===== src/rtl/miller_mod_encoder.sv =====
// ISO 14443A 106 kbit/s reader-to-card modified Miller transmit encoder.
// Optional odd parity ETU after each byte is compiled in with `define MILLER_TX_PARITY_EN.
module miller_mod_encoder #(
    parameter int unsigned ETU_CLKS   = 32,
    parameter int unsigned PAUSE_CLKS = 8
) (
    input  logic       in_clk,
    input  logic       in_PoR,
    input  logic [7:0] in_tx_data,
    input  logic       in_tx_valid,
    input  logic       in_tx_last,
    output logic       out_tx_ready,
    output logic       out_data,
    output logic       out_busy,
    output logic       out_eof_done,
    output logic       out_underrun
);

    localparam int unsigned CNT_W = (ETU_CLKS > 1) ? $clog2(ETU_CLKS) : 1;
    localparam int unsigned BIT_W = 3;

    localparam logic [CNT_W-1:0] CNT_LAST = CNT_W'(ETU_CLKS - 1);
    localparam logic [CNT_W-1:0] Z_END    = CNT_W'(PAUSE_CLKS);
    localparam logic [CNT_W-1:0] X_BEGIN  = CNT_W'(ETU_CLKS / 2);
    localparam logic [CNT_W-1:0] X_END    = CNT_W'(ETU_CLKS / 2 + PAUSE_CLKS);
    localparam logic [BIT_W-1:0] BIT_LAST = BIT_W'(7);

    typedef enum logic [2:0] {
        S_IDLE,
        S_SOF,
        S_DATA,
`ifdef MILLER_TX_PARITY_EN
        S_PARITY,
`endif
        S_EOF0,
        S_EOFY
    } state_t;

    // Pause pattern carried by the current ETU.
    typedef enum logic [1:0] {
        SEQ_Y = 2'd0,
        SEQ_X = 2'd1,
        SEQ_Z = 2'd2
    } seq_t;

    state_t           state_q, state_d;
    logic [CNT_W-1:0] cnt_q, cnt_d;
    logic [BIT_W-1:0] bit_q, bit_d;
    logic [7:0]       byte_q, byte_d;
    logic             last_q, last_d;
    logic             prev_zero_q, prev_zero_d;
    seq_t             seq_q, seq_d;

    logic tx_ready_d, data_d, busy_d, eof_done_d, underrun_d;
    logic cnt_end, byte_end, accept_idle, accept_bnd, ready_bnd_next;

    function automatic seq_t code_bit(input logic b, input logic pz);
        code_bit = b ? SEQ_X : (pz ? SEQ_Z : SEQ_Y);
    endfunction

    function automatic logic pause_at(input seq_t s, input logic [CNT_W-1:0] c);
        case (s)
            SEQ_Z:   pause_at = (c < Z_END);
            SEQ_X:   pause_at = (c >= X_BEGIN) && (c < X_END);
            default: pause_at = 1'b0;
        endcase
    endfunction

    assign cnt_end = (cnt_q == CNT_LAST);

    // Final cycle of the last ETU belonging to the current byte.
`ifdef MILLER_TX_PARITY_EN
    assign byte_end = (state_q == S_PARITY) && cnt_end;
`else
    assign byte_end = (state_q == S_DATA) && (bit_q == BIT_LAST) && cnt_end;
`endif

    assign accept_idle = (state_q == S_IDLE) && in_tx_valid && out_tx_ready;
    assign accept_bnd  = byte_end && in_tx_valid && out_tx_ready;

    // State register and registered outputs.
    always_ff @(posedge in_clk or negedge in_PoR) begin
        if (!in_PoR) begin
            state_q      <= S_IDLE;
            cnt_q        <= '0;
            bit_q        <= '0;
            byte_q       <= '0;
            last_q       <= 1'b0;
            prev_zero_q  <= 1'b0;
            seq_q        <= SEQ_Y;
            out_tx_ready <= 1'b0;
            out_data     <= 1'b1;
            out_busy     <= 1'b0;
            out_eof_done <= 1'b0;
            out_underrun <= 1'b0;
        end else begin
            state_q      <= state_d;
            cnt_q        <= cnt_d;
            bit_q        <= bit_d;
            byte_q       <= byte_d;
            last_q       <= last_d;
            prev_zero_q  <= prev_zero_d;
            seq_q        <= seq_d;
            out_tx_ready <= tx_ready_d;
            out_data     <= data_d;
            out_busy     <= busy_d;
            out_eof_done <= eof_done_d;
            out_underrun <= underrun_d;
        end
    end

    // Next-state: sequencing, bit selection and coding of the next ETU.
    always_comb begin
        state_d     = state_q;
        cnt_d       = cnt_q;
        bit_d       = bit_q;
        byte_d      = byte_q;
        last_d      = last_q;
        prev_zero_d = prev_zero_q;
        seq_d       = seq_q;

        if (state_q != S_IDLE) begin
            cnt_d = cnt_end ? '0 : cnt_q + CNT_W'(1);
        end

        case (state_q)
            S_IDLE: begin
                if (accept_idle) begin
                    byte_d      = in_tx_data;
                    last_d      = in_tx_last;
                    cnt_d       = '0;
                    state_d     = S_SOF;
                    seq_d       = SEQ_Z;
                    prev_zero_d = 1'b1;
                end
            end
            S_SOF: begin
                if (cnt_end) begin
                    state_d     = S_DATA;
                    bit_d       = '0;
                    seq_d       = code_bit(byte_q[0], prev_zero_q);
                    prev_zero_d = ~byte_q[0];
                end
            end
            S_DATA: begin
                if (cnt_end && (bit_q != BIT_LAST)) begin
                    bit_d       = bit_q + BIT_W'(1);
                    seq_d       = code_bit(byte_q[bit_q + BIT_W'(1)], prev_zero_q);
                    prev_zero_d = ~byte_q[bit_q + BIT_W'(1)];
                end
`ifdef MILLER_TX_PARITY_EN
                else if (cnt_end) begin
                    state_d     = S_PARITY;
                    seq_d       = code_bit(~^byte_q, prev_zero_q);
                    prev_zero_d = ^byte_q;
                end
`endif
            end
`ifdef MILLER_TX_PARITY_EN
            S_PARITY: begin
                // Byte boundary handled below.
            end
`endif
            S_EOF0: begin
                if (cnt_end) begin
                    state_d = S_EOFY;
                    seq_d   = SEQ_Y;
                end
            end
            S_EOFY: begin
                if (cnt_end) begin
                    state_d = S_IDLE;
                end
            end
            default: begin
                state_d = S_IDLE;
            end
        endcase

        // Byte boundary: chain the next byte with no gap, or close the frame.
        if (byte_end) begin
            if (accept_bnd) begin
                byte_d      = in_tx_data;
                last_d      = in_tx_last;
                state_d     = S_DATA;
                bit_d       = '0;
                seq_d       = code_bit(in_tx_data[0], prev_zero_q);
                prev_zero_d = ~in_tx_data[0];
            end else begin
                state_d     = S_EOF0;
                seq_d       = code_bit(1'b0, prev_zero_q);
                prev_zero_d = 1'b1;
            end
        end
    end

    // Outputs are computed from next-state values so the registers line up with the counter.
`ifdef MILLER_TX_PARITY_EN
    assign ready_bnd_next = (state_d == S_PARITY) && (cnt_d == CNT_LAST) && !last_d;
`else
    assign ready_bnd_next = (state_d == S_DATA) && (bit_d == BIT_LAST) &&
                            (cnt_d == CNT_LAST) && !last_d;
`endif

    always_comb begin
        tx_ready_d = 1'b0;
        data_d     = 1'b1;
        busy_d     = 1'b0;
        eof_done_d = 1'b0;
        underrun_d = 1'b0;

        tx_ready_d = (state_d == S_IDLE) || ready_bnd_next;
        busy_d     = (state_d != S_IDLE);
        if (state_d != S_IDLE) begin
            data_d = ~pause_at(seq_d, cnt_d);
        end
        eof_done_d = (state_d == S_EOFY) && (cnt_d == CNT_LAST);
        underrun_d = byte_end && !last_q && !accept_bnd;
    end

    a_ready_window: assert property (@(posedge in_clk) disable iff (!in_PoR)
        out_tx_ready |-> ((state_q == S_IDLE) || byte_end));

    a_busy_state: assert property (@(posedge in_clk) disable iff (!in_PoR)
        out_busy == (state_q != S_IDLE));

endmodule


===== config.mk =====
export PLATFORM = sky130hd
export DESIGN_NAME = miller_mod_encoder
export DESIGN_NICKNAME = d
export VERILOG_FILES = /design/src/rtl/miller_mod_encoder.sv
export SDC_FILE = /design/constraint.sdc
export NUM_CORES = 1
export LEC_CHECK = 0
export CAP_MARGIN = 5
export CELL_PAD_IN_SITES_DETAIL_PLACEMENT = 0
export CELL_PAD_IN_SITES_GLOBAL_PLACEMENT = 1
export CORE_UTILIZATION = 40
export DETAILED_ROUTE_END_ITERATION = 12
export PLACE_DENSITY = 0.77
export SYNTH_ARGS = -nofsm -noshare
export SYNTH_HDL_FRONTEND = slang
export SYNTH_SLANG_ARGS = --single-unit

===== constraint.sdc =====
create_clock -name in_clk -period 8.25 [get_ports in_clk]
set_clock_uncertainty 0.05 [all_clocks]
set_input_delay 0.825 -clock in_clk [delete_from_list [all_inputs] [get_ports in_clk]]
set_output_delay 0.825 -clock in_clk [all_outputs]
set_load 0.05 [all_outputs]

Word level (Yosys, flattened, before mapping). Index checks and enable logic that the tools add are counted.

Register bits: 28. Input port bits: 12. Output and inout port bits: 5. Logic and storage cells: 108.

Add/sub/neg operators: 2. $lt $le $gt $ge: 4. Equality and inequality tests: 16. Multiplexer cells: 46. Bitwise logic cells: 4. Reduce and logical (&&, ||, !) cells: 24.

Operators with widths (number): $mux 8 (4); $mux 3 (9); $mux 2 (10); $mux 5 (4); $pmux 3 s5 (1); $logic_and 1x1->1 (14); $mux 1 (13); $eq 3x3->1 const B (4); $eq 5x5->1 const B (2); $eq 3x2->1 const B (3); $ne 3x3->1 const B (3); $pmux 2 s4 (1); $logic_not 3->1 (2); $pmux 3 s2 (1); $reduce_bool 3->1 (2); $add 5x1->5 const B (1); $ge 5x5->1 const B (1); $lt 5x4->1 const B (1); $lt 5x5->1 const B (1); $lt 3x4->1 const B (1); $not 1->1 (4); $reduce_and 4->1 (1); $reduce_bool 4->1 (1); $add 3x1->3 const B (1); 9 further kinds (11).

Logic depth before layout (Yosys ltp). Gate-level depths: netlist (run 1).

Depth after elaboration: 12. Depth in mapped cells: 12. Mapped depth without buffers: 11.

Least setup slack after synthesis (run 1). OpenSTA, ideal clock, no wires.

Path type: flip-flop to flip-flop. From: reg bit_q[0]. To: reg out_data. Setup time: 0.094 ns. Arrival: 2.624 ns. Required time: 8.106 ns. Slack: 5.481 ns. Cell stages (with the launch flop): 9. Buffers on the path: 0. Period minus slack after synthesis: 2.769 ns. Cell sequence: dfrtp_1 ha_1 mux4_2 mux2i_1 nand2b_1 o211ai_1 a32oi_1 ha_1 or4b_1.

Longest elaborated chain between the ends: 12. Elaborated cells on any way between the ends: 24. Classes of those cells: add/sub (1); eq/ne (4); mux (12); bitwise (1); reduce/logical (6).

Ends and longest elaborated chain: from (decl) (line 48) `logic [BIT_W-1:0] bit_q, bit_d;`; from (signal assigned) (line 99) `bit_q <= bit_d;`; $add 3x1->3 or $eq 3x3->1 (tied branches) (line 148, 75); $bmux 1 s3 or $logic_and 1x1->1 (tied branches) (line 148, 75); $mux 1 (not written as such) or $logic_and 1x1->1 (tied branches) (line 148, 75); $mux 2 or $logic_and 1x1->1 (tied branches) (line 58, 79); $mux 2 or $logic_and 1x1->1 (tied branches) (line 146, 79); $pmux 2 s4 or $mux 2 (tied branches) (line 126, 182); $mux 2 (line 181) `if (byte_end) begin`; $eq 2x1->1 or $eq 2x2->1 (tied branches) (line 62) `case (s)`; $pmux 1 s2 (line 62); $mux 1 (line 214) `if (state_d != S_IDLE) begin`; $not 1->1 (line 215) `data_d = ~pause_at(seq_d, cnt_d);`; $mux 1 * (line 214); net data_d (line 54) `logic tx_ready_d, data_d, busy_d, eof_done_d, underrun_d;`; to (signal assigned) (line 105) `out_data <= data_d;`; to (decl) (line 13) `output logic out_data,`.

Mark *: on every way through the listed nets, which the timed path passes. The rest lies on a longest branch. The select of a mux whose other input is x is not followed. A chain may end at the register's enable or synchronous reset.

Worst setup path in the final report (run 1).
From: reg cnt_q[0]. To: reg out_data.

Longest elaborated chain between the ends: 11. Elaborated cells on any way between the ends: 33. Classes of those cells: add/sub (1); order compare (3); eq/ne (3); mux (19); bitwise (1); reduce/logical (6).

Ends and longest elaborated chain: from (decl) (line 47) `logic [CNT_W-1:0] cnt_q, cnt_d;`; from (signal assigned) (line 98) `cnt_q <= cnt_d;`; $add 5x1->5 or $eq 5x5->1 (tied branches) (line 123, 69); $mux 5 or $logic_and 1x1->1 (tied branches) (line 123, 75); $mux 5 or $logic_and 1x1->1 (tied branches) (line 122, 79); $mux 5 or $logic_and 1x1->1 (tied branches) (line 128, 79); $mux 5 or $mux 2 (tied branches) (line 126, 182); $ge 5x5->1 (tied with other cells) (line 64) `SEQ_X: pause_at = (c >= X_BEGIN) && (c < X_END);`; $logic_and 1x1->1 (tied with other cells) (line 64); $pmux 1 s2 (line 62); $mux 1 (line 214); $not 1->1 (line 215); $mux 1 * (line 214); net data_d (line 54).

Marked as above.

==> impl_results.md, run 1 <==
* Status: complete, no violations
* CTS tree: yes
* CTS Buf Count at 3
* R2R Path Start: cnt_q[0]$_DFF_PN0_
* Max Transition Viols Final at 0
* Cells after Synth at 150
* Port bufs at 16
* RD Place Congestion at 0.833
* Remaining DRCs at 0
* Diode count at 0
* Synth unique cells at 49
* Leakage at 0.000763 µW
* Max FO, Critical Path at 17
* CTS clock-pin slew for the worst setup and hold paths at 0.10 ns
* First-pass GRT wire length at slightly above 6000 µm
* Sink Count at 28
* Drt first pass iters at 4
* Routed vias/inst at 6.05
* Initial Util at between 40% and 50%
* Most common cell on crit path: ha_1
* Largest net degree at the start of global routing at 29
* Mapped cell area at 1640 µm²
* Clock tree buffer depth at 2
* Period utilisation layout at between 40% and 50%
* Die H at approximately 66 µm
* Post-Synth Simple-Gate Area at 15.9%
* Vias at 1,270
* # rows at 22
* Synth area leader: dfrtp_1
* Worst Setup Path Type: register to register
* Root Buffer: clkbuf_8
* Vias in the first global route at 1,201
* Top cell type's share of synthesized area at 41.2%
* Compound-Gate Fraction of Synth Area at between 15 and 20%
* Worst EP required at 8.40 ns
* Total global routing overflow at 0
* Maxcap violations at 0
* RR Endpoint: out_data$_DFF_PN1_
* CP Capture Type: register
* Final min period at 3.40 ns
* Post-CTS setup repair buffer count at 0
* Tot Pwr at 256 µW
* Top cells by area, synth: dfrtp_1, mux2_2, ha_1
* Pwr dens at 136 nW/µm²
* Fraction of the mapped netlist area in adder cells at 4.58%
* Arr. time, crit path at roughly 3.6 ns
* Syn. warnings at 0
* Post-cts repair resize count at 0
* Core area at 3800 µm²
* Hold EP: out_underrun$_DFF_PN0_
* P&R area growth vs syn at 14.8%
* Final Hold Fails at 0
* I/O pin cnt at 17
* Slowest CP cell: ha_1
* Post-Synth XOR/XNOR Area at 2.06%
* Clk_lat worst skew at around 0.28 ns
* Hold crit path type: register to register
* H-tree levels at 1
* Layout net count at around 180
* DRT iter0 DRCs at 99
* Max incr delay on CP at ~0.54 ns
* RSZ-0062 raised after global routing: no
* Sum of negative setup slack at 0 ns
* R2R depth at 9
* WHS Path Cells at 1
* EDFF count, synth at 0
* Worst-margin pin slew at about 0.77 ns
* Sequential-to-total area share from yosys stat at 42.8%
* Primary FF master, synth: dfrtp_1
* Syn Area/Cell at between 10 and 15 µm²
* Initial antenna violation count at 0
* Largest family of logic cells by synthesized area: compound AO/OA/AOI/OAI gates
* Slew HR at roughly 50%
* Synth async-reset ratio at 100%
* DRT antenna net count at 0
* FMAX at between 200 and 300 MHz
* Peak supply drop at 0.0895 mV
* Die ar. at between 4000 and 5000 µm²
* Proportion of synthesized area in mux cells at 12.1%
* Min-delay src: last_q$_DFF_PN0_
* Crit path launch type: register
* Synth Register Bits at 28
* R2r setup slk at 4.85 ns
* WL/cell at 17.6 µm
* Setup violators final at 0
* Die W at 66.0 µm
* CP Cell Sequence: ha_1, and3_1, ha_1, nor2b_1, nand4_1, nor2_1, a32oi_1, ha_1, or4b_1
* WL final at 3690 µm
* Overall Global Routing Usage at 19.0%
* Hold Buf Count CTS at 0
* FILL cells at between 300 and 400
* Layout cells sized above 1 at about 14%
* Syn Nets at ~170
* DP HPWL at approximately 2600 µm
==> critical path, delay by kind of cell, from the launching register on <==
kind	cells	cell delay [ns]
adder cells (fa/ha/maj)	3	1.04
flip-flops	1	0.42
AO/OA/AOI/OAI	1	0.12
AND/OR/NAND/NOR	5	1.70
==> registers in the layout, summed over array words and instances, names as in the netlist <==
signal        flops
bit_q             3
byte_q            8
cnt_q             5
last_q            1
out_busy          1
out_data          1
out_eof_done      1
out_tx_ready      1
out_underrun      1
prev_zero_q       1
seq_q             2
state_q           3
==> where the power goes <==
group,internal (µW),total [µW],switching [µW]
sequential,137,137,0
combinational,4.88,8.62,3.74
clock,65.1,110,45.2
==> cell usage in the layout, fill, tap and decap left out, types with 5 or more instances in the layout <==
cell | Yosys | final
nand2_1 | 9 | 9
inv_1 | 5 | 5
clkdlybuf4s50_1 | 0 | 16
nor2_1 | 9 | 9
mux2_2 | 10 | 10
dfrtp_1 | 27 | 27
o21ai_0 | 5 | 5
a21oi_1 | 5 | 5
ha_1 | 6 | 6
==> how the worst max path moves through the flow <==
stage                                  start                  to  slack [ns]  cells after the start
after CTS                 cnt_q[0]$_DFF_PN0_  out_data$_DFF_PN1_        4.92                      9
after floorplan           bit_q[0]$_DFF_PN0_  out_data$_DFF_PN1_        5.48                      8
final                     cnt_q[0]$_DFF_PN0_  out_data$_DFF_PN1_        4.85                      9
after global placement           in_tx_valid  out_data$_DFF_PN1_        4.90                      8
after detailed placement         in_tx_valid  out_data$_DFF_PN1_        4.86                      8
after global routing      cnt_q[0]$_DFF_PN0_  out_data$_DFF_PN1_        4.66                      9
==> per-layer routing <==
metal	global-route usage (%)	share of wire (%)	vias up
li1	-	-	595
met1	26.9	47	636
met2	27.6	46	33
met3	5.34	5.5	6
met4	6.91	1.3	0
met5	0	0	-
==> cell families (layout without fill, tap and decap cells) <==
group                      count (synthesis)  in the layout
muxes                                     16             16
adders and majority gates                  6              6
buffers and inverters                     14             26
xor gates and xnor gates                   3              3
and+or+nand+nor                           46             46
AOI/OAI and AO/OA                         37             37
DFF                                       28             28
==> synth_stat cells (all sizes together), types with 3 or more instances <==
library cell,instances
dfrtp,27
mux2,10
nand2,9
nor2,9
buf,8
ha,6
a21oi,5
inv,5
nor3,5
o21ai,5
mux2i,4
nand2b,4
nand3,4
nor2b,4
a22oi,3
a32o,3
==> layout make-up <==
class,count,area [µm²],share of cell area (%)
multi-input cells,108,862,45.8
well taps,48,60.1,3.19
flip-flops and latches,28,702,37.3
repair buffers,17,168,8.91
clock buffers,3,41.3,2.19
clock inverters,1,30.0,1.60
inverters,5,18.8,0.997
==> per-stage QoR <==
step	instances	setup slack (ns)	hold slack, ns	area (µm²)	util (%)
3_5_place_dp	206	4.86	0.417	1810	47.7
6_report	210	4.85	0.438	1880	49.5
2_1_floorplan	150	5.48	0.358	1640	-
3_3_place_gp	206	4.90	0.436	1810	47.7
4_1_cts	210	4.92	0.437	1880	49.5
5_1_grt	210	4.66	0.441	1880	49.5
(Power assumes the default switching activity.)
==> inputs of run 2 (changes only) <==
Clock period 8.25 ns to 3.2 ns, I/O delays scaled along.
==> run 2 against run 1 <==
- sequential power rose to 2.6 times the previous value
- die area is the same
- non-clock buffer count increased by 8
- via count fell by 0.94%
- setup slack got worse by 4.7 ns
- hold slack got worse by 0.085 ns
- final cell count grew 3.8%
- clock power grew to 2.6 times the previous value
- wire length shrank 3.3%
- critical endpoint unchanged
- highest routed layer unchanged
==> impl_results.md, run 2 (synthesis gave the netlist of run 1 again) <==
* Total global routing overflow at 0 (unchanged)
* Clk_lat worst skew at 0.28 ns (about the same)
* Slew HR at 66.1% (was 49.0%)
* Crit path launch type: register (unchanged)
* Overall Global Routing Usage at 18.7% (was 19.0%)
* Layout cells sized above 1 at 19.4% (was 14.2%)
* CTS clock-pin slew for the worst setup and hold paths at 0.10 ns (about the same)
* Max incr delay on CP at 0.52 ns (was 0.54 ns)
* Maxcap violations at 0 (unchanged)
* Sw Ratio at 19.2% (was 19.1%)
* Remaining DRCs at 0 (unchanged)
* Largest regs: byte_q (8), cnt_q (5) (unchanged)
* Routed vias/inst at 5.77 (was 6.05)
* Diode count at 0 (unchanged)
* Post-CTS setup repair buffer count at 0 (unchanged)
* Worst EP required at 3.35 ns (was 8.40 ns)
* Register name with the most flops: byte_q (unchanged)
* H-tree levels at 1 (unchanged)
* Setup violators final at 0 (unchanged)
* Final min period at 3.03 ns (was 3.40 ns)
* CP Capture Type: register (unchanged)
* Sink Count at 28 (unchanged)
* Seq pwr share at 53.5% (was 53.6%)
* Leakage at 0.000800 µW (was 0.000763 µW)
* Worst-margin pin slew at 0.506 ns (was 0.766 ns)
* Drt first pass iters at 4 (unchanged)
* Commonest non-fill, non-tap cell in the layout: dfrtp_1 (unchanged)
* Hold crit path type: input port to async pin (was register to register)
* I/O pin cnt at 17 (unchanged)
* Max Transition Viols Final at 0 (unchanged)
* Die W at 66.0 µm (unchanged)
* Vias at 1,258 (was 1,270)
* Period utilisation layout at 94.7% (was 41.2%)
* CP Cell Sequence: ha_2, mux4_2, mux2i_2, nand2b_1, o211ai_1, a32oi_1, ha_1, or4b_1 (was ha_1, and3_1, ha_1, nor2b_1, nand4_1, nor2_1, a32oi_1, ha_1, or4b_1)
* FILL cells at 366 (was 353)
* Final WS setup at 0.170 ns (was 4.85 ns)
* FMAX at 330 MHz (was 294 MHz)
* DP HPWL at 2660 µm (was 2620 µm)
* Status: complete, no violations (unchanged)
* Port bufs at 16 (unchanged)
* WL/cell at 16.3 µm (was 17.6 µm)
* Hold Buf Count CTS at 0 (unchanged)
* RSZ-0062 raised after global routing: no (unchanged)
* Initial antenna violation count at 0 (unchanged)
* Arr. time, crit path at 3.18 ns (was 3.55 ns)
* Footprint of the multi-input gates at 868 µm² (was 862 µm²)
* Clock share of power at 43.2% (was 43.1%)
* Int Pwr at 534 µW (was 207 µW)
* Layout net count at 189 (was 181)
* Slowest CP cell: mux4_2 (was ha_1)
* Pre-CTS setup slack at 0.131 ns (was 4.86 ns)
* Final Hold Fails at 0 (unchanged)
* Worst Setup Path Type: register to register (unchanged)
* DRT iter0 DRCs at 61 (was 99)
* Comb pwr share at 3.3% (was 3.4%)
* Peak supply drop at 0.259 mV (was 0.0895 mV)
* Clock tree buffer depth at 2 (unchanged)
* Die ar. at 4360 µm² (unchanged)
* Die H at 66.0 µm (unchanged)
* Vias in the first global route at 1,173 (was 1,201)
* CTS tree: yes (unchanged)
* CTS Buf Count at 3 (unchanged)
* Max FO, Critical Path at 6 (was 17)
* Most frequent cells in the layout: dfrtp_1, clkdlybuf4s50_1, mux2_2 (was dfrtp_1, clkdlybuf4s50_1, mux2_2, nand2_1, nor2_1)
* Storage cell area at 702 µm² (unchanged)
* RD Place Congestion at 0.975 (was 0.833)
* Largest net degree at the start of global routing at 29 (unchanged)
* Switching power total at 127 µW (was 48.9 µW)
* Max reg flops at 8 (unchanged)
* WL final at 3560 µm (was 3690 µm)
* Root Buffer: clkbuf_8 (unchanged)
* Initial Util at 43.1% (unchanged)
* Pwr dens at 339 nW/µm² (was 136 nW/µm²)
* DRT antenna net count at 0 (unchanged)
* First-pass GRT wire length at 6070 µm (was 6100 µm)
* # rows at 22 (unchanged)
* Sum of negative setup slack at 0 ns (unchanged)
* P&R area growth vs syn at 18.9% (was 14.8%)
* Core area at 3800 µm² (unchanged)
-- run 2: cell types whose count changed in the layout (fill, tap and decap cells not counted) --
cell / previous run / this run
buf_4: 1 / 9
ha_1: 6 / 5
ha_2: 0 / 1
mux2i_1: 4 / 3
mux2i_2: 0 / 1
-- run 2: timing repair --
action	in CTS	in global routing
setup endpoints to repair	0	1
endpoints found under the hold margin	0	0
gates resized for setup	0	2
-- run 2: worst paths after layout --
check / cells after the start / slack (ns) / from / endpoint
min in group in_clk: 1 / 0.41 / last_q$_DFF_PN0_ / out_underrun$_DFF_PN0_
setup / recovery: 8 / 0.17 / bit_q[0]$_DFF_PN0_ / out_data$_DFF_PN1_
hold reg to reg: 1 / 0.41 / last_q$_DFF_PN0_ / out_underrun$_DFF_PN0_
hold / removal: 2 / 0.35 / in_PoR / prev_zero_q$_DFFE_PN0P_
setup reg to reg: 8 / 0.17 / bit_q[0]$_DFF_PN0_ / out_data$_DFF_PN1_
max in group asynchronous: 2 / 2.44 / in_PoR / out_data$_DFF_PN1_
-- run 2: metal layers --
layer  global-route usage, %  vias up  part of all wire (%)  wire (µm)
met1                    29.7      622                    51       1810
met2                    25.3       28                    43       1550
met5                       0        -                     0          0
met4                    6.38        0                   1.5         54
li1                        -      604                     -          -
met3                    2.76        4                   4.3        152
-- run 2: worst max-delay path: cells and delay by family, from the launching register on --
family,cells,cell delay [ns]
DFF,1,0.48
muxes,2,0.73
and+or+nand+nor,2,0.65
adders and majority gates,2,0.66
AOI/OAI and AO/OA,2,0.37
-- run 2: through the flow --
| step | area [µm²] | cells | utilization [%] | hold WS, ns | power (µW) |
|---|---|---|---|---|---|
| after floorplan | 1640 | 150 | - | -0.0256 | 361 |
| after global placement | 1870 | 214 | 49.2 | 0.380 | 383 |
| after detailed placement | 1870 | 214 | 49.2 | 0.402 | 383 |
| after CTS | 1940 | 218 | 51.1 | 0.370 | 668 |
| after global routing | 1950 | 218 | 51.3 | 0.387 | 687 |
| final | 1950 | 218 | 51.3 | 0.353 | 661 |
-- run 2: cell type report --
class | instances | share of cell area, %
Sequential cell | 28 | 36.0
Timing Repair Buffer | 25 | 11.7
Clock inverter | 1 | 1.54
Inverter | 5 | 0.963
Tap cell | 48 | 3.08
Clock buffer | 3 | 2.12
Multi-Input combinational cell | 108 | 44.6
-- run 2: power by group through the flow --
stage	Sequential, µW	Combinational (µW)	Clock, µW
after global placement	361	22.2	0
final	354	21.8	285
after floorplan	361	0.161	0
after CTS	354	22.7	292
after detailed placement	361	22.7	0
after global routing	354	24.5	309
==> inputs of run 3 (changes only) <==
--- a/config.mk
+++ b/config.mk
@@ -7,2 +7,3 @@
 export LEC_CHECK = 0
+export ABC_AREA = 0
 export CAP_MARGIN = 5
@@ -10,5 +11,5 @@
 export CELL_PAD_IN_SITES_GLOBAL_PLACEMENT = 1
-export CORE_UTILIZATION = 40
+export CORE_UTILIZATION = 44
 export DETAILED_ROUTE_END_ITERATION = 12
-export PLACE_DENSITY = 0.77
+export PLACE_DENSITY = 0.83
 export SYNTH_ARGS = -nofsm -noshare
--- a/constraint.sdc
+++ b/constraint.sdc
@@ -4,2 +4,2 @@
 set_output_delay 0.32 -clock in_clk [all_outputs]
-set_load 0.05 [all_outputs]
+set_load 0.005 [all_outputs]
==> run 3 against run 2 <==
- utilization rose by 4.1 points
- largest cell class unchanged
- highest routed layer unchanged
- setup slack better by 0.026 ns
- first-iteration DRC count grew 39%
- sequential power is essentially flat
- non-clock buffer count decreased by 1
- critical endpoint unchanged
- hold slack improved by 0.024 ns
- cell area is 2.1% lower
==> impl_results.md, run 3 (synthesis gave the netlist of run 1 again) <==
* Initial antenna violation count at 0 (unchanged)
* Sum of negative setup slack at 0 ns (unchanged)
* Slowest CP cell: or4b_1 (was mux4_2)
* Drt first pass iters at 4 (unchanged)
* Max FO, Critical Path at 6 (unchanged)
* Largest net degree at the start of global routing at 29 (unchanged)
* DRT antenna net count at 0 (unchanged)
* Non-Filler Instances at 215 (was 218)
* Total global routing overflow at 0 (unchanged)
* CP Capture Type: register (unchanged)
* Final WS setup at 0.196 ns (was 0.170 ns)
* Slew HR at 72.4% (was 66.1%)
* Routed vias/inst at 5.93 (was 5.77)
* Commonest non-fill, non-tap cell in the layout: dfrtp_1 (unchanged)
* Final min period at 3.00 ns (was 3.03 ns)
* DP HPWL at 2630 µm (was 2660 µm)
* Most frequent cells in the layout: dfrtp_1, clkdlybuf4s50_1, mux2_2, nand2_1, nor2_1 (was dfrtp_1, clkdlybuf4s50_1, mux2_2)
* DRT iter0 DRCs at 85 (was 61)
* Hold crit path type: input port to async pin (unchanged)
* Hold Buf Count CTS at 0 (unchanged)
* Core area at 3440 µm² (was 3800 µm²)
* # rows at 21 (was 22)
* Max incr delay on CP at 0.52 ns (about the same)
* Final Core Density at 55.4% (was 51.3%)
* Sink Count at 28 (unchanged)
* Remaining DRCs at 0 (unchanged)
* Die H at 63.0 µm (was 66.0 µm)
* Pre-CTS setup slack at 0.197 ns (was 0.131 ns)
* Peak supply drop at 0.177 mV (was 0.259 mV)
* P&R area growth vs syn at 16.4% (was 18.9%)
* FMAX at 333 MHz (was 330 MHz)
* Max reg flops at 8 (unchanged)
* H-tree levels at 1 (unchanged)
* First-pass GRT wire length at 6080 µm (was 6070 µm)
* Cells after DPL at 211 (was 214)
* WL/cell at 16.2 µm (was 16.3 µm)
* Setup violators final at 0 (unchanged)
* Layout net count at 188 (was 189)
* Port bufs at 16 (unchanged)
* Vias in the first global route at 1,297 (was 1,173)
* CP Cell Sequence: ha_1, mux4_2, mux2i_1, nand2b_1, o211ai_1, a32oi_1, ha_1, or4b_1 (was ha_2, mux4_2, mux2i_2, nand2b_1, o211ai_1, a32oi_1, ha_1, or4b_1)
* Vias at 1,274 (was 1,258)
* Leakage at 0.000785 µW (was 0.000800 µW)
* Worst Setup Path Type: register to register (unchanged)
* Status: complete, no violations (unchanged)
* Max Transition Viols Final at 0 (unchanged)
* Maxcap violations at 0 (unchanged)
* R2r setup slk at 0.20 ns (was 0.17 ns)
* Root Buffer: clkbuf_8 (unchanged)
* Layout cells sized above 1 at 17.8% (was 19.4%)
* CTS Buf Count at 3 (unchanged)
* Die ar. at 3970 µm² (was 4360 µm²)
* Register name with the most flops: byte_q (unchanged)
* Overall Global Routing Usage at 19.2% (was 18.7%)
* RSZ-0062 raised after global routing: no (unchanged)
* WL final at 3480 µm (was 3560 µm)
* Diode count at 0 (unchanged)
* CP bufs+invs at 0 (unchanged)
* Arr. time, crit path at 3.14 ns (was 3.18 ns)
* Post-CTS setup repair buffer count at 0 (unchanged)
* Levels on crit path at 8 (unchanged)
* Largest regs: byte_q (8), cnt_q (5) (unchanged)
* CTS tree: yes (unchanged)
* Period utilisation layout at 93.9% (was 94.7%)
* RD Place Congestion at 0.882 (was 0.975)
* Die W at 63.0 µm (was 66.0 µm)
* Crit path launch type: register (unchanged)
* I/O pin cnt at 17 (unchanged)
* Final Hold Fails at 0 (unchanged)
* Clock tree buffer depth at 2 (unchanged)
* Most common cell on crit path: ha_1
* Post-cts repair resize count at 0 (unchanged)
* Clk_lat worst skew at 0.27 ns (was 0.28 ns)
* Initial Util at 47.6% (was 43.1%)
* Worst EP required at 3.33 ns (was 3.35 ns)
* R2R depth at 8 (unchanged)
* CTS clock-pin slew for the worst setup and hold paths at 0.09 ns (was 0.10 ns)
* Pwr dens at 297 nW/µm² (was 339 nW/µm²)
* Worst-margin pin slew at 0.413 ns (was 0.506 ns)
* CP top delay family: multiplexers (unchanged)
==> run 3: changes by cell type in the layout (fill, tap and decap cells not counted) <==
| cell | previous run | this run |
|---|---|---|
| mux2i_2 | 1 | 0 |
| mux2i_1 | 3 | 4 |
| bufinv_16 | 1 | 0 |
| clkbuf_1 | 0 | 1 |
| buf_4 | 9 | 8 |
==> run 3: layer usage <==
layer | GRT usage [%] | part of all wire (%)
met4 | 4.94 | 1.5
met5 | 0 | 0
met2 | 28.9 | 45
met3 | 2.55 | 4.7
met1 | 28.8 | 49
==> run 3: worst register-to-register path, delay by kind of cell, from the launching register on <==
family | cells | cell delay (ns)
adders and majority gates | 2 | 0.64
and+or+nand+nor | 2 | 0.67
AOI/OAI and AO/OA | 2 | 0.33
muxes | 2 | 0.77
DFF | 1 | 0.47
==> run 3: path summary, 6_finish.rpt <==
check,startpoint,end
setup / recovery,bit_q[0]$_DFF_PN0_,out_data$_DFF_PN1_
hold / removal,in_PoR,cnt_q[4]$_DFF_PN0_
setup reg to reg,bit_q[0]$_DFF_PN0_,out_data$_DFF_PN1_
hold reg to reg,last_q$_DFF_PN0_,out_underrun$_DFF_PN0_
max in group asynchronous,in_PoR,out_data$_DFF_PN1_
min in group in_clk,last_q$_DFF_PN0_,out_underrun$_DFF_PN0_
==> run 3: metrics by stage <==
stage	area, µm²	hold WS, ns	power (µW)
6_report	1910	0.377	567
5_1_grt	1910	0.414	587
4_1_cts	1910	0.391	575
3_5_place_dp	1860	0.374	383
3_3_place_gp	1860	0.372	383
2_1_floorplan	1640	-0.0256	361
==> run 3: layout make-up <==
| class | count | area, µm² |
|---|---|---|
| clock buffer | 4 | 45.0 |
| fill | 312 | 1530 |
| inverter | 5 | 18.8 |
| multi-input combinational | 108 | 865 |
| sequential | 28 | 702 |
| tap | 46 | 57.6 |
| timing repair buffer | 24 | 220 |
==> run 3: power breakdown <==
group,switching (µW),internal [µW],leakage (µW)
Clock,103,89.0,0.0000228
Sequential,0,354,0.000357
Combinational,9.38,12.6,0.000405
Total,112,455,0.000785
==> RTL edit 1 (flow settings as in run 3) <==
Set the parameter `ETU_CLKS` to 64 (it was 32).
--- a/src/rtl/miller_mod_encoder.sv
+++ b/src/rtl/miller_mod_encoder.sv
@@ -1,7 +1,7 @@
 // ISO 14443A 106 kbit/s reader-to-card modified Miller transmit encoder.
 // Optional odd parity ETU after each byte is compiled in with `define MILLER_TX_PARITY_EN.
 module miller_mod_encoder #(
-    parameter int unsigned ETU_CLKS   = 32,
+    parameter int unsigned ETU_CLKS   = 64,
     parameter int unsigned PAUSE_CLKS = 8
 ) (
     input  logic       in_clk,
Behaviour: same outputs for any inputs over 10 cycles, from zero or initial values; that may be too few to reach the edited logic, so the function may still have changed.
==> RTL edit 1 against run 3 <==
- worst setup slack better by 0.26 ns
- synthesized area is 0.53% higher
- routed wire length is 3.3% higher
- global-route usage is 0.87 points higher
- cell area is 0.85% higher
- critical endpoint unchanged
- synthesized cell count is 8.7% higher
- sequential cell count is 1 higher
Power is not compared: it rests on default switching activity, and its combinational part moved more than twofold at a synthesized area within 25%.
==> RTL edit 1: results <==
group,metric,value,unit
timing,worst_pin_slew,0.601,ns
clocking,htreeDepth,2,
drt,num_vias,1361,
place,hpwlAfterDp,2630,µm
place,gp_congestion,0.839,
setup_path,rr_worst_depth,10,
grt,grt_max_degree,30,
clocking,cts_buffers,5,
yosys,synth_top_area_share,42.5,%
yosys,syn_nets,180,
drt,avgRoutedWirePerCell,15.8,µm
yosys,netlist_top_cells_area,"dfrtp_1 43%, mux2_2 6.2%, nand2_1 4.6%, ha_1 3.8%, a21oi_1 2.7%",
clocking,cts_resized,0,
layout,layout.nets,198,
drt,drt_iter0_markers,118,
layout,final_util,55.5,%
yosys,synth_commonest_cells,"28 x dfrtp_1, 20 x nand2_1",
layout,largestRegisters,"byte_q (8), cnt_q (6)",
setup_path,r2r_slack,0.46,ns
place,place_area,1840,µm²
layout,layout-drive-gt1-share,13.2,%
grt,grt_usage,20.1,%
clocking,cts.clk_slew.worst_paths,0.06,ns
yosys,synth.distinct_cells,48,
grt,grt_pass1_vias,1287,
run_status,status,"completed",
setup_path,crit_fanout,6,
layout,num-fill-cells,320,
yosys,seq_area_frac_synth,44.1,%
-- RTL edit 1: worst min path at each step --
stage | startpoint | end | slack, ns
final | in_PoR | out_underrun | 0.37
after global routing | in_PoR | out_underrun | 0.41
after CTS | in_PoR | bit_q[2] | 0.39
after detailed placement | last_q | out_underrun | 0.38
after global placement | last_q | out_underrun | 0.37
after floorplan | in_PoR | bit_q[0] | -0.03
-- RTL edit 1: critical path, cell delays in order, from the launching register on --
cell	delay, ns
dfrtp_1	0.41
ha_1	0.25
and4_1	0.26
nand2_1	0.14
mux2_1	0.33
a221o_1	0.35
o221ai_1	0.22
nand2_1	0.11
ha_1	0.20
mux2_2	0.25
nand4b_1	0.10
-- RTL edit 1: per-layer routing --
metal / share of wire [%] / vias up / GRT usage (%)
met5: 0 / - / 0
met4: 1.3 / 0 / 7.67
met3: 5.8 / 6 / 4.89
met2: 44 / 44 / 30.4
met1: 48 / 666 / 27.7
li1: - / 645 / -
-- RTL edit 1: area by class of cell --
type / instances / share of cell area, %
flip-flops and latches: 29 / 37.8
multi-input cells: 121 / 44.8
clock buffers: 8 / 4.16
well taps: 46 / 2.99
inverters: 6 / 1.17
repair buffers: 18 / 9.10
-- RTL edit 1: logic make-up (layout without fill, tap and decap cells) --
logic type / count (synthesis) / count (layout) / share of synthesized area (%)
AO/OA/AOI/OAI: 41 / 41 / 17.6
buffers and inverters: 13 / 32 / 3.57
flip-flops: 29 / 29 / 44.1
XOR/XNOR: 1 / 1 / 0.532
adder cells (fa/ha/maj): 5 / 5 / 3.80
AND/OR/NAND/NOR: 60 / 60 / 19.6
multiplexers: 14 / 14 / 10.8
-- RTL edit 1: through the flow --
step           cells  setup WS (ns)
6_report         228          0.459
5_1_grt          228          0.294
4_1_cts          228          0.452
3_5_place_dp     220          0.403
3_3_place_gp     220          0.406
2_1_floorplan    163          0.690
-- RTL edit 1: power by group through the flow --
stage	logic, W	clock network, W	registers (W)
6_report	0.000692	0.000286	0.000645
5_1_grt	0.000769	0.000310	0.000670
4_1_cts	0.000692	0.000292	0.000644
3_5_place_dp	0.000687	0	0.000650
3_3_place_gp	0.000670	0	0.000640
2_1_floorplan	0.000537	0	0.000601
==> RTL edit 2 (flow settings as in run 3) <==
Made on the original files. `byte_q` no longer has a reset.
--- a/src/rtl/miller_mod_encoder.sv
+++ b/src/rtl/miller_mod_encoder.sv
@@ -84,7 +84,6 @@
             state_q      <= S_IDLE;
             cnt_q        <= '0;
             bit_q        <= '0;
-            byte_q       <= '0;
             last_q       <= 1'b0;
             prev_zero_q  <= 1'b0;
             seq_q        <= SEQ_Y;
@@ -97,7 +96,6 @@
             state_q      <= state_d;
             cnt_q        <= cnt_d;
             bit_q        <= bit_d;
-            byte_q       <= byte_d;
             last_q       <= last_d;
             prev_zero_q  <= prev_zero_d;
             seq_q        <= seq_d;
@@ -107,6 +105,10 @@
             out_eof_done <= eof_done_d;
             out_underrun <= underrun_d;
         end
+    end
+
+    always_ff @(posedge in_clk) begin
+        byte_q <= byte_d;
     end
 
     // Next-state: sequencing, bit selection and coding of the next ETU.
Function: no difference found for any inputs over 10 cycles, from zero or initial values; that may be too few to reach the edited logic, so the function may still have changed.
==> RTL edit 2 against run 3 <==
- synthesized cell count up 3.3%
- cell area up 2.4%
- count of clock-buffer cells in the layout unchanged
- sequential share of layout area down 2.9 points
- worst setup slack better by 0.15 ns
- cell count up 3.3%
- sequential cell count unchanged
- synthesized area up 1.9%
- routed wire length down 0.66%
- critical path type unchanged
- highest routed layer unchanged
Power is not compared: it rests on default switching activity, and its combinational part moved more than twofold at a synthesized area within 25%.
==> RTL edit 2: results <==
group,metric,value,unit
run_status,status,"completed",
place,gp_congestion,0.857,
yosys,synthArstFlopShare,71.4,%
grt,use_met1,23.1,%
setup_path,reg2reg_from,"cnt_q[0]",
grt,grt_pass1_wl,5980,µm
min_path,hold_path.class,"flop to flop",
setup_path,rr_worst_depth,10,
setup_path,crit_fanout,9,
yosys,synth_commonest_cells,"19 x dfrtp_1, 11 x nand2_1, 10 x mux2_2",
grt,met2_usage,32.6,%
setup_path,r2r_slack,0.34,ns
yosys,syn-instance-count,155,
clocking,cts_buffer_depth,2,
clocking,cts-root-buf,"clkbuf_8",
grt,grt_usage,19.2,%
place,post-place-ws,0.402,ns
place,io_buffers,16,
clocking,cts.clk_slew.worst_paths,0.09,ns
yosys,syn_nets,173,
min_path,hold_end,"out_underrun",
layout,layout.nets,193,
drt,drt_iter0_markers,69,
drt,vias_per_cell,5.89,
layout,layout-drive-gt1-share,21.3,%
yosys,yosysWarnings,0,
layout,fin_cells,222,
timing,max_freq,0.350,GHz
setup_path,critical_path.slowest_cell,"or4b_1",
grt,grt_pass1_vias,1332,
place,place_area,1900,µm²
setup_path,crit_family,"adder cells",
setup_path,worstPathArrival,2.99,ns
setup_path,critPathLaunchType,"flop",
timing,relSlewSlack,39.3,%
clocking,htreeDepth,1,
yosys,netlist_top_cells_area,"dfrtp_1 28%, dfxtp_1 9.6%, mux2_2 6.7%, ha_1 4.5%, a2111oi_4 3.3%",
grt,grt_max_degree,21,
drt,drtPass1Iterations,4,
place,hpwlAfterDp,2680,µm
clocking,clk_latency,0.26,ns
power,ir_drop,0.423,mV
yosys,seq_area_frac_synth,39.6,%
clocking,post_cts_buffers,0,
clocking,cts_resized,0,
drt,routed_wl,3460,µm
yosys,synth.distinct_cells,50,
grt,grt_util_met3,2.54,%
## RTL edit 2: cell count changes after synthesis, sizes merged, moves of 3 or more
cell   delta
nor3b     +4
nor4b     +3
dfxtp     +8
nor2      -3
inv       -3
o21ai     +6
dfrtp     -8
nor3      -4
## RTL edit 2: layer usage
| metal | part of all wire (%) | vias up |
|---|---|---|
| met5 | 0 | - |
| met3 | 4.0 | 10 |
| li1 | - | 623 |
| met1 | 42 | 634 |
| met2 | 51 | 40 |
| met4 | 3.1 | 0 |
## RTL edit 2: cell type report
type / instances / area [µm²]
fill: 347 / 1710
multi-input combinational: 114 / 933
sequential: 28 / 662
timing repair buffer: 26 / 235
tap: 48 / 60.1
clock buffer: 4 / 55.1
inverter: 2 / 7.51
## RTL edit 2: cell families after synthesis
family	Yosys count	share of synthesized area [%]
xor+xnor	2	1.05
compound gates	42	21.2
mux	15	11.5
buf+inv	13	4.49
fa+ha+maj	6	4.49
simple gates	49	17.6
flops	28	39.6
## RTL edit 2: power by group through the flow
| stage | clock [W] | combinational, W | sequential (W) |
|---|---|---|---|
| final | 0.000209 | 0.000787 | 0.000635 |
| after global routing | 0.000235 | 0.000884 | 0.000652 |
| after floorplan | 0 | 0.000638 | 0.000587 |
| after detailed placement | 0 | 0.000787 | 0.000638 |
| after global placement | 0 | 0.000754 | 0.000629 |
| after CTS | 0.000218 | 0.000788 | 0.000633 |
## RTL edit 2: per-stage QoR
stage / hold slack (ns) / util [%]
finish: 0.426 / 53.3
floorplan: -0.0256 / -
CTS: 0.419 / 53.3
global placement: 0.377 / 51.8
global route: 0.444 / 53.3
detailed placement: 0.396 / 51.8
